===== config.mk =====
export PLATFORM = sky130hd
export DESIGN_NAME = alu_mc
export DESIGN_NICKNAME = d
export VERILOG_FILES = /design/src/rtl/alu_pkg.sv /design/src/rtl/alu_simple.sv /design/src/rtl/alu_mc.sv
export SDC_FILE = /design/constraint.sdc
export NUM_CORES = 1
export LEC_CHECK = 0
export ABC_CLOCK_PERIOD_IN_PS = 4160
export CAP_MARGIN = 20
export CORE_UTILIZATION = 51
export DETAILED_ROUTE_END_ITERATION = 7
export PLACE_DENSITY = 0.72
export SETUP_SLACK_MARGIN = 0.3
export SLEW_MARGIN = 40
export SYNTH_ARGS = -nofsm -noshare
export SYNTH_HDL_FRONTEND = slang
export SYNTH_SLANG_ARGS = --single-unit
export TNS_END_PERCENT = 5

===== constraint.sdc =====
create_clock -name clk -period 4.16 [get_ports clk]
set_input_delay 0.416 -clock clk [delete_from_list [all_inputs] [get_ports clk]]
set_output_delay 0.416 -clock clk [all_outputs]
set_load 0.1 [all_outputs]

===== src/rtl/alu_pkg.sv =====
// Shared definitions for the multi-cycle ALU: opcodes, FSM states and opcode classification helpers.
package alu_pkg;

   localparam logic [3:0] OP_AND  = 4'b0000;
   localparam logic [3:0] OP_OR   = 4'b0001;
   localparam logic [3:0] OP_ADD  = 4'b0010;
   localparam logic [3:0] OP_XOR  = 4'b0011;
   localparam logic [3:0] OP_SUB  = 4'b0110;
   localparam logic [3:0] OP_SLT  = 4'b0111;
   localparam logic [3:0] OP_SLL  = 4'b1000;
   localparam logic [3:0] OP_SRL  = 4'b1001;
   localparam logic [3:0] OP_SRA  = 4'b1010;
   localparam logic [3:0] OP_SLTU = 4'b1011;
   localparam logic [3:0] OP_NOR  = 4'b1100;
   localparam logic [3:0] OP_MULU = 4'b1101;
   localparam logic [3:0] OP_DIVU = 4'b1110;

   typedef enum logic [1:0] {
      S_IDLE = 2'd0,
      S_MUL  = 2'd1,
      S_DIV  = 2'd2,
      S_DONE = 2'd3
   } state_t;

   function automatic logic is_long_op(input logic [3:0] op);
      return (op == OP_MULU) || (op == OP_DIVU);
   endfunction

   function automatic logic is_reserved(input logic [3:0] op);
      logic res;
      case (op)
         OP_AND, OP_OR, OP_ADD, OP_XOR, OP_SUB, OP_SLT, OP_SLL, OP_SRL,
         OP_SRA, OP_SLTU, OP_NOR, OP_MULU, OP_DIVU: res = 1'b0;
         default:                                  res = 1'b1;
      endcase
      return res;
   endfunction

endpackage


===== src/rtl/alu_simple.sv =====
// Combinational single-cycle ALU operations: logic, add/sub with signed overflow, compares and shifts.
module alu_simple
   import alu_pkg::*;
#(
   parameter int WIDTH = 32
) (
   input  logic [WIDTH-1:0] a,
   input  logic [WIDTH-1:0] b,
   input  logic [3:0]       op,
   output logic [WIDTH-1:0] result,
   output logic             overflow
);

   localparam int SHAMT_W = $clog2(WIDTH);

   logic [WIDTH-1:0]   sum;
   logic [WIDTH-1:0]   diff;
   logic               addOvf;
   logic               subOvf;
   logic [SHAMT_W-1:0] shamt;

   // SLT takes the sign of A-B and flips it when the subtraction overflowed.
   always_comb begin
      sum      = a + b;
      diff     = a - b;
      addOvf   = (a[WIDTH-1] == b[WIDTH-1]) && (sum[WIDTH-1] != a[WIDTH-1]);
      subOvf   = (a[WIDTH-1] != b[WIDTH-1]) && (diff[WIDTH-1] != a[WIDTH-1]);
      shamt    = b[SHAMT_W-1:0];
      result   = '0;
      overflow = 1'b0;
      case (op)
         OP_AND:  result = a & b;
         OP_OR:   result = a | b;
         OP_XOR:  result = a ^ b;
         OP_NOR:  result = ~(a | b);
         OP_ADD:  begin
            result   = sum;
            overflow = addOvf;
         end
         OP_SUB:  begin
            result   = diff;
            overflow = subOvf;
         end
         OP_SLT:  result = {{(WIDTH-1){1'b0}}, diff[WIDTH-1] ^ subOvf};
         OP_SLTU: result = {{(WIDTH-1){1'b0}}, (a < b)};
         OP_SLL:  result = a << shamt;
         OP_SRL:  result = a >> shamt;
         OP_SRA:  result = $unsigned($signed(a) >>> shamt);
         default: result = '0;
      endcase
   end

endmodule


===== src/rtl/alu_mc.sv =====
// Multi-cycle ALU for the EX stage: single-cycle ops plus iterative MULU/DIVU behind valid/ready handshakes.
module alu_mc
   import alu_pkg::*;
#(
   parameter int WIDTH = 32
) (
   input  logic             clk,
   input  logic             reset,
   input  logic             in_valid,
   output logic             in_ready,
   input  logic [WIDTH-1:0] dataA,
   input  logic [WIDTH-1:0] dataB,
   input  logic [3:0]       Signal,
   output logic             out_valid,
   input  logic             out_ready,
   output logic [WIDTH-1:0] dataOut,
   output logic [WIDTH-1:0] dataHi,
   output logic             zero,
   output logic             overflow,
   output logic             div_zero,
   output logic             illegal,
   output logic             busy
);

   localparam int SHAMT_W = $clog2(WIDTH);

   state_t             state;
   state_t             nextState;
   logic               started;
   logic [SHAMT_W-1:0] count;
   logic [WIDTH-1:0]   hiReg;
   logic [WIDTH-1:0]   loReg;
   logic [WIDTH-1:0]   opReg;

   logic [WIDTH-1:0]   simpleResult;
   logic               simpleOvf;
   logic               acceptOp;
   logic               longStart;
   logic [WIDTH-1:0]   imOut;
   logic [WIDTH-1:0]   imHi;
   logic               imOvf;
   logic               imDz;
   logic               imIll;
   logic [WIDTH:0]     mulSum;
   logic [WIDTH-1:0]   mulHiNext;
   logic [WIDTH-1:0]   mulLoNext;
   logic [WIDTH:0]     divShift;
   logic [WIDTH:0]     divDiff;
   logic               divGe;
   logic [WIDTH-1:0]   divHiNext;
   logic [WIDTH-1:0]   divLoNext;

   alu_simple #(.WIDTH(WIDTH)) u_simple (
      .a        (dataA),
      .b        (dataB),
      .op       (Signal),
      .result   (simpleResult),
      .overflow (simpleOvf)
   );

   // started keeps in_ready low until the first edge after reset is released.
   always_comb begin
      in_ready  = started && ((state == S_IDLE) || ((state == S_DONE) && out_ready));
      out_valid = (state == S_DONE);
      busy      = (state == S_MUL) || (state == S_DIV);
      acceptOp  = in_ready && in_valid;
      longStart = is_long_op(Signal) && !((Signal == OP_DIVU) && (dataB == '0));
   end

   // Results that are ready the cycle after acceptance, including div-by-zero and reserved opcodes.
   always_comb begin
      imOut = simpleResult;
      imHi  = '0;
      imOvf = simpleOvf;
      imDz  = 1'b0;
      imIll = 1'b0;
      if (is_reserved(Signal)) begin
         imOut = '0;
         imOvf = 1'b0;
         imIll = 1'b1;
      end else if (Signal == OP_DIVU) begin
         imOut = '1;
         imHi  = dataA;
         imDz  = 1'b1;
      end
   end

   // One shift-add multiply step and one restoring-divide step; hi/lo hold product or remainder/quotient.
   always_comb begin
      mulSum    = {1'b0, hiReg} + (loReg[0] ? {1'b0, opReg} : '0);
      mulHiNext = mulSum[WIDTH:1];
      mulLoNext = {mulSum[0], loReg[WIDTH-1:1]};
      divShift  = {hiReg, loReg[WIDTH-1]};
      divDiff   = divShift - {1'b0, opReg};
      divGe     = !divDiff[WIDTH];
      divHiNext = divGe ? divDiff[WIDTH-1:0] : divShift[WIDTH-1:0];
      divLoNext = {loReg[WIDTH-2:0], divGe};
   end

   always_comb begin
      nextState = state;
      case (state)
         S_IDLE, S_DONE: begin
            if (acceptOp) begin
               if (longStart) nextState = (Signal == OP_MULU) ? S_MUL : S_DIV;
               else           nextState = S_DONE;
            end else if ((state == S_DONE) && out_ready) begin
               nextState = S_IDLE;
            end
         end
         S_MUL, S_DIV: if (count == '0) nextState = S_DONE;
         default: nextState = S_IDLE;
      endcase
   end

   always_ff @(posedge clk or negedge reset) begin
      if (!reset) state <= S_IDLE;
      else        state <= nextState;
   end

   // Iteration registers and result/flag registers; result registers load on the final iteration or on accept.
   always_ff @(posedge clk or negedge reset) begin
      if (!reset) begin
         started  <= 1'b0;
         count    <= '0;
         hiReg    <= '0;
         loReg    <= '0;
         opReg    <= '0;
         dataOut  <= '0;
         dataHi   <= '0;
         zero     <= 1'b0;
         overflow <= 1'b0;
         div_zero <= 1'b0;
         illegal  <= 1'b0;
      end else begin
         started <= 1'b1;
         case (state)
            S_MUL: begin
               hiReg <= mulHiNext;
               loReg <= mulLoNext;
               count <= count - 1'b1;
               if (count == '0) begin
                  dataOut  <= mulLoNext;
                  dataHi   <= mulHiNext;
                  zero     <= (mulLoNext == '0);
                  overflow <= 1'b0;
                  div_zero <= 1'b0;
                  illegal  <= 1'b0;
               end
            end
            S_DIV: begin
               hiReg <= divHiNext;
               loReg <= divLoNext;
               count <= count - 1'b1;
               if (count == '0) begin
                  dataOut  <= divLoNext;
                  dataHi   <= divHiNext;
                  zero     <= (divLoNext == '0);
                  overflow <= 1'b0;
                  div_zero <= 1'b0;
                  illegal  <= 1'b0;
               end
            end
            default: begin
               if (acceptOp) begin
                  if (longStart) begin
                     count <= SHAMT_W'(WIDTH - 1);
                     hiReg <= '0;
                     if (Signal == OP_MULU) begin
                        loReg <= dataB;
                        opReg <= dataA;
                     end else begin
                        loReg <= dataA;
                        opReg <= dataB;
                     end
                  end else begin
                     dataOut  <= imOut;
                     dataHi   <= imHi;
                     zero     <= (imOut == '0);
                     overflow <= imOvf;
                     div_zero <= imDz;
                     illegal  <= imIll;
                  end
               end
            end
         endcase
      end
   end

endmodule


==> run_results.csv <==
group,metric,value,unit
status,outcome,"finished with violations",
status,failed_checks,"negative setup slack",
setup_path,critical_path.most_common_cell,"nor2_1",
cells_and_area,fin_cells,3963,
setup_path,cp.arrival,4810,ps
synth,synth_sequential_area_ratio,0.198,
setup_path,timing.critical_path.slowest_cell_delay,540,ps
routing,initialDrtViolationCount,5116,
routing,route.detailed.vias_per_inst,6.95,
global_route,overflow,0,
cells_and_area,n_antenna_cell,0,
cts,number_of_clock_buffers_inserted_by_tritoncts,17,
cts,maximum_buffer_depth_of_the_clock_tree,2,
timing,final_critical_path_setup_slack,-234,ps
timing,worst_slew_margin_rel,0.393,
routing,post_drt_wl_per_cell,28.4,microns
cells_and_area,fraction_of_final_layout_cells_sized_beyond_drive_strength_1,0.287,
place,placed_area,27400,sq um
timing,timing_worst_slew_pin_value,901,ps
floorplanning,io_pins,143,
timing,setup_violations,2,
routing,postRouteAntennaNets,0,
setup_path,crit_required,4580,ps
timing,worst_clock_skew,14.8,ps
worst_hold_path,min_path_type,"in2async",
synth,synth_async_sr_flop_share,1.00,
routing,drt_pre_antenna_iters,7,
synth,syn_area_per_cell,7.58,sq um
floorplanning,num_rows,75,
timing,post-route-period-util,1.06,
timing,fmax,0.228,GHz
setup_path,timing.setup.critical_path_class,"in2reg",
synth,synthCells,2871,
floorplanning,initial_core_util,0.518,
routing,postRouteWirelength,112000,microns
synth,yosys.area.top_type_share,0.198,
floorplanning,floorplan.die_area,43500,sq um
cells_and_area,area.growth.synth_to_final,32.5,%
setup_path,worst_setup_path_start_kind,"input port",
synth,mappedNetlistNets,3124,
synth,synth_top_cells_by_area,"dfrtp_1, ha_1, a21oi_1",
floorplanning,floorplan.die.width,209,microns
setup_path,critical_path.cell_chain,"clkdlybuf4s50_1 > inv_1 > ha_1 > a21o_1 > a221o_1 > nor2b_2 > o211ai_1 > buf_4 > a31oi_4 > nor2_1 > nor2_1 > o21bai_2 > fa_1 > a222oi_1 > o21ai_1 > a21oi_2 > o311a_1 > nand3_2 > nor4_4 > nand4_1 > o211ai_2",
setup_path,path_max_fanout,3,
timing,final-max-slew-violation-count,0,
timing,hold_viol_final,0,
power,total_leakage_power,12.9,nW
global_route,grt_first_pass_wirelength,163000,microns
cts,tritoncts,"done",
place,io_buffer_count,142,
routing,via_count,27500,
cts,cts-root-buf,"clkbuf_16",
cts,clk_pin_slew_worst_paths,80,ps
setup_path,endpoint_kind,"flip-flop",
cells_and_area,layout.cells.most_common_list,"buf_4, nor2_1, a21oi_1",
cells_and_area,multiInputGateArea,17000,sq um
synth,synth_ff_type,"dfrtp_1",
cells_and_area,final_cell_area,28800,sq um
synth,synth-warning-count,0,
flow_run,max-cap-violations,0,
routing,drc,0,
cells_and_area,nFillCells,3442,
cells_and_area,ff_latch_area,4300,sq um
floorplanning,core_region_area,42000,sq um
place,dp.cells,3917,
place,detailedPlacementHpwl,87500,microns
global_route,gr-usage-all-layers,0.505,
timing,unrepaired_setup_endpoints_after_global_routing,"true",
power,p_per_area,714,nW/um^2
synth,synthesis.area,21800,sq um
cells_and_area,nNetsFinal,3665,
cells_and_area,final_common_cell,"buf_4",
setup_path,critPathSlowestCell,"clkdlybuf4s50_1",
synth,synth_enable_flop_cells,0,
synth,synth_top_cell_by_area,"dfrtp_1",
global_route,initial_antenna_violation_count,4,
global_route,number_of_global_route_vias_before_repair,26100,
power,max-vdd-ir-drop,1.26,mV
global_route,largest_net_degree_at_the_start_of_global_routing,104,
synth,synth.ff_latch_count,172,
place,place.gp.congestion,1.20,
cts,htreeDepth,4,
floorplanning,die_h,209,microns
cts,cts_num_sinks,172,
timing,finalWorstPathRequiredPeriod,4390,ps
timing,tns,-426,ps
synth,synth_cell_types,97,
cts,worstSkewPairLatency,490,ps
[Yosys cell counts, types with 21 or more instances]
cell type,instances
and2_1,47
a21oi_1,312
inv_1,152
a221o_1,37
nor3_1,56
a21o_1,50
o221ai_1,22
xnor2_1,54
o22ai_1,24
o21a_1,24
a31oi_1,52
a211oi_1,40
buf_2,25
buf_1,23
a2bb2oi_1,21
xor2_1,28
clkbuf_1,140
mux4_2,48
nand3_1,55
o21bai_1,21
nor2b_1,23
nand2b_1,24
mux2i_1,57
ha_1,176
dfrtp_1,172
nor2_1,322
nor4_1,31
nand2_1,266
o21ai_0,172
o211ai_1,54
nand4_1,30
[final timing paths]
check | start | to | slack (ps) | cells past startpoint
min | reset | hiReg[31]$_DFFE_PN0P_ | 370 | 2
min in group clk | dataA[8] | dataHi[8]$_DFFE_PN0P_ | 450 | 4
min reg2reg | dataOut[4]$_DFFE_PN0P_ | dataOut[4]$_DFFE_PN0P_ | 480 | 2
max reg2reg | opReg[5]$_DFFE_PN0P_ | zero$_DFFE_PN0P_ | 190 | 16
max | dataB[23] | zero$_DFFE_PN0P_ | -230 | 21
max in group asynchronous | reset | hiReg[7]$_DFFE_PN0P_ | 3110 | 3
[flip-flops by register name (all words and copies together), names as in the netlist]
name      cells
div_zero      1
illegal       1
loReg        32
overflow      1
hiReg        32
dataHi       32
dataOut      32
state         2
zero          1
count         5
opReg        32
started       1
[through the flow]
step                      total power [W]  hold slack (ps)   util  setup WS [ps]
after global routing               0.0215              373  0.686           -305
after floorplan                    0.0131              120      -          -81.5
after global placement             0.0171              467  0.659          -1280
after detailed placement           0.0173              471  0.651          -1480
final                              0.0206              369  0.686           -234
after CTS                          0.0192              402  0.672          -89.8
[routing by layer]
layer | share of wire | track usage | wire length, microns | vias up
li1 | - | - | - | 11700
met4 | 0.093 | 0.367 | 10500 | 2
met5 | 0.00023 | 0.00890 | 26 | -
met2 | 0.41 | 0.746 | 46200 | 2304
met1 | 0.36 | 0.621 | 40200 | 12900
met3 | 0.14 | 0.154 | 15500 | 585
[power by group]
part / switching [W] / total [W] / internal [W]
logic: 0.0101 / 0.0156 / 0.00552
clock network: 0.000818 / 0.00167 / 0.000857
registers: 0.000803 / 0.00333 / 0.00252
total: 0.0117 / 0.0206 / 0.00890
[critical path, delay by kind of cell]
| family | cells | cell delay (ps) |
|---|---|---|
| compound gates | 10 | 2090 |
| buf+inv | 3 | 840 |
| fa+ha+maj | 2 | 740 |
| simple gates | 6 | 710 |
[cells by family (layout without fill, tap and decap cells)]
group,after synthesis,after routing,share of synthesized area
compound gates,1017,1017,0.309
xor+xnor,83,83,0.0337
fa+ha+maj,181,181,0.106
buf+inv,353,906,0.0656
flops,172,172,0.198
mux,127,127,0.0880
other cells,1,1,0.000172
simple gates,937,937,0.200
[layout make-up]
type / count / share of cell area
Tap cell: 539 / 0.0234
Multi-Input combinational cell: 2346 / 0.588
Clock inverter: 14 / 0.00590
Timing Repair Buffer: 720 / 0.197
Inverter: 155 / 0.0218
Sequential cell: 172 / 0.149
Clock buffer: 17 / 0.0148
[what timing repair did]
action,4_1_cts,5_1_grt
hold endpoints to repair,35,0
gates cloned,0,0
buffers inserted,10,3
pin swaps,38,53
gates resized for setup,130,116
endpoints found under the setup margin,78,77
hold buffers,1,0
Power figures use the tool's default switching activity.
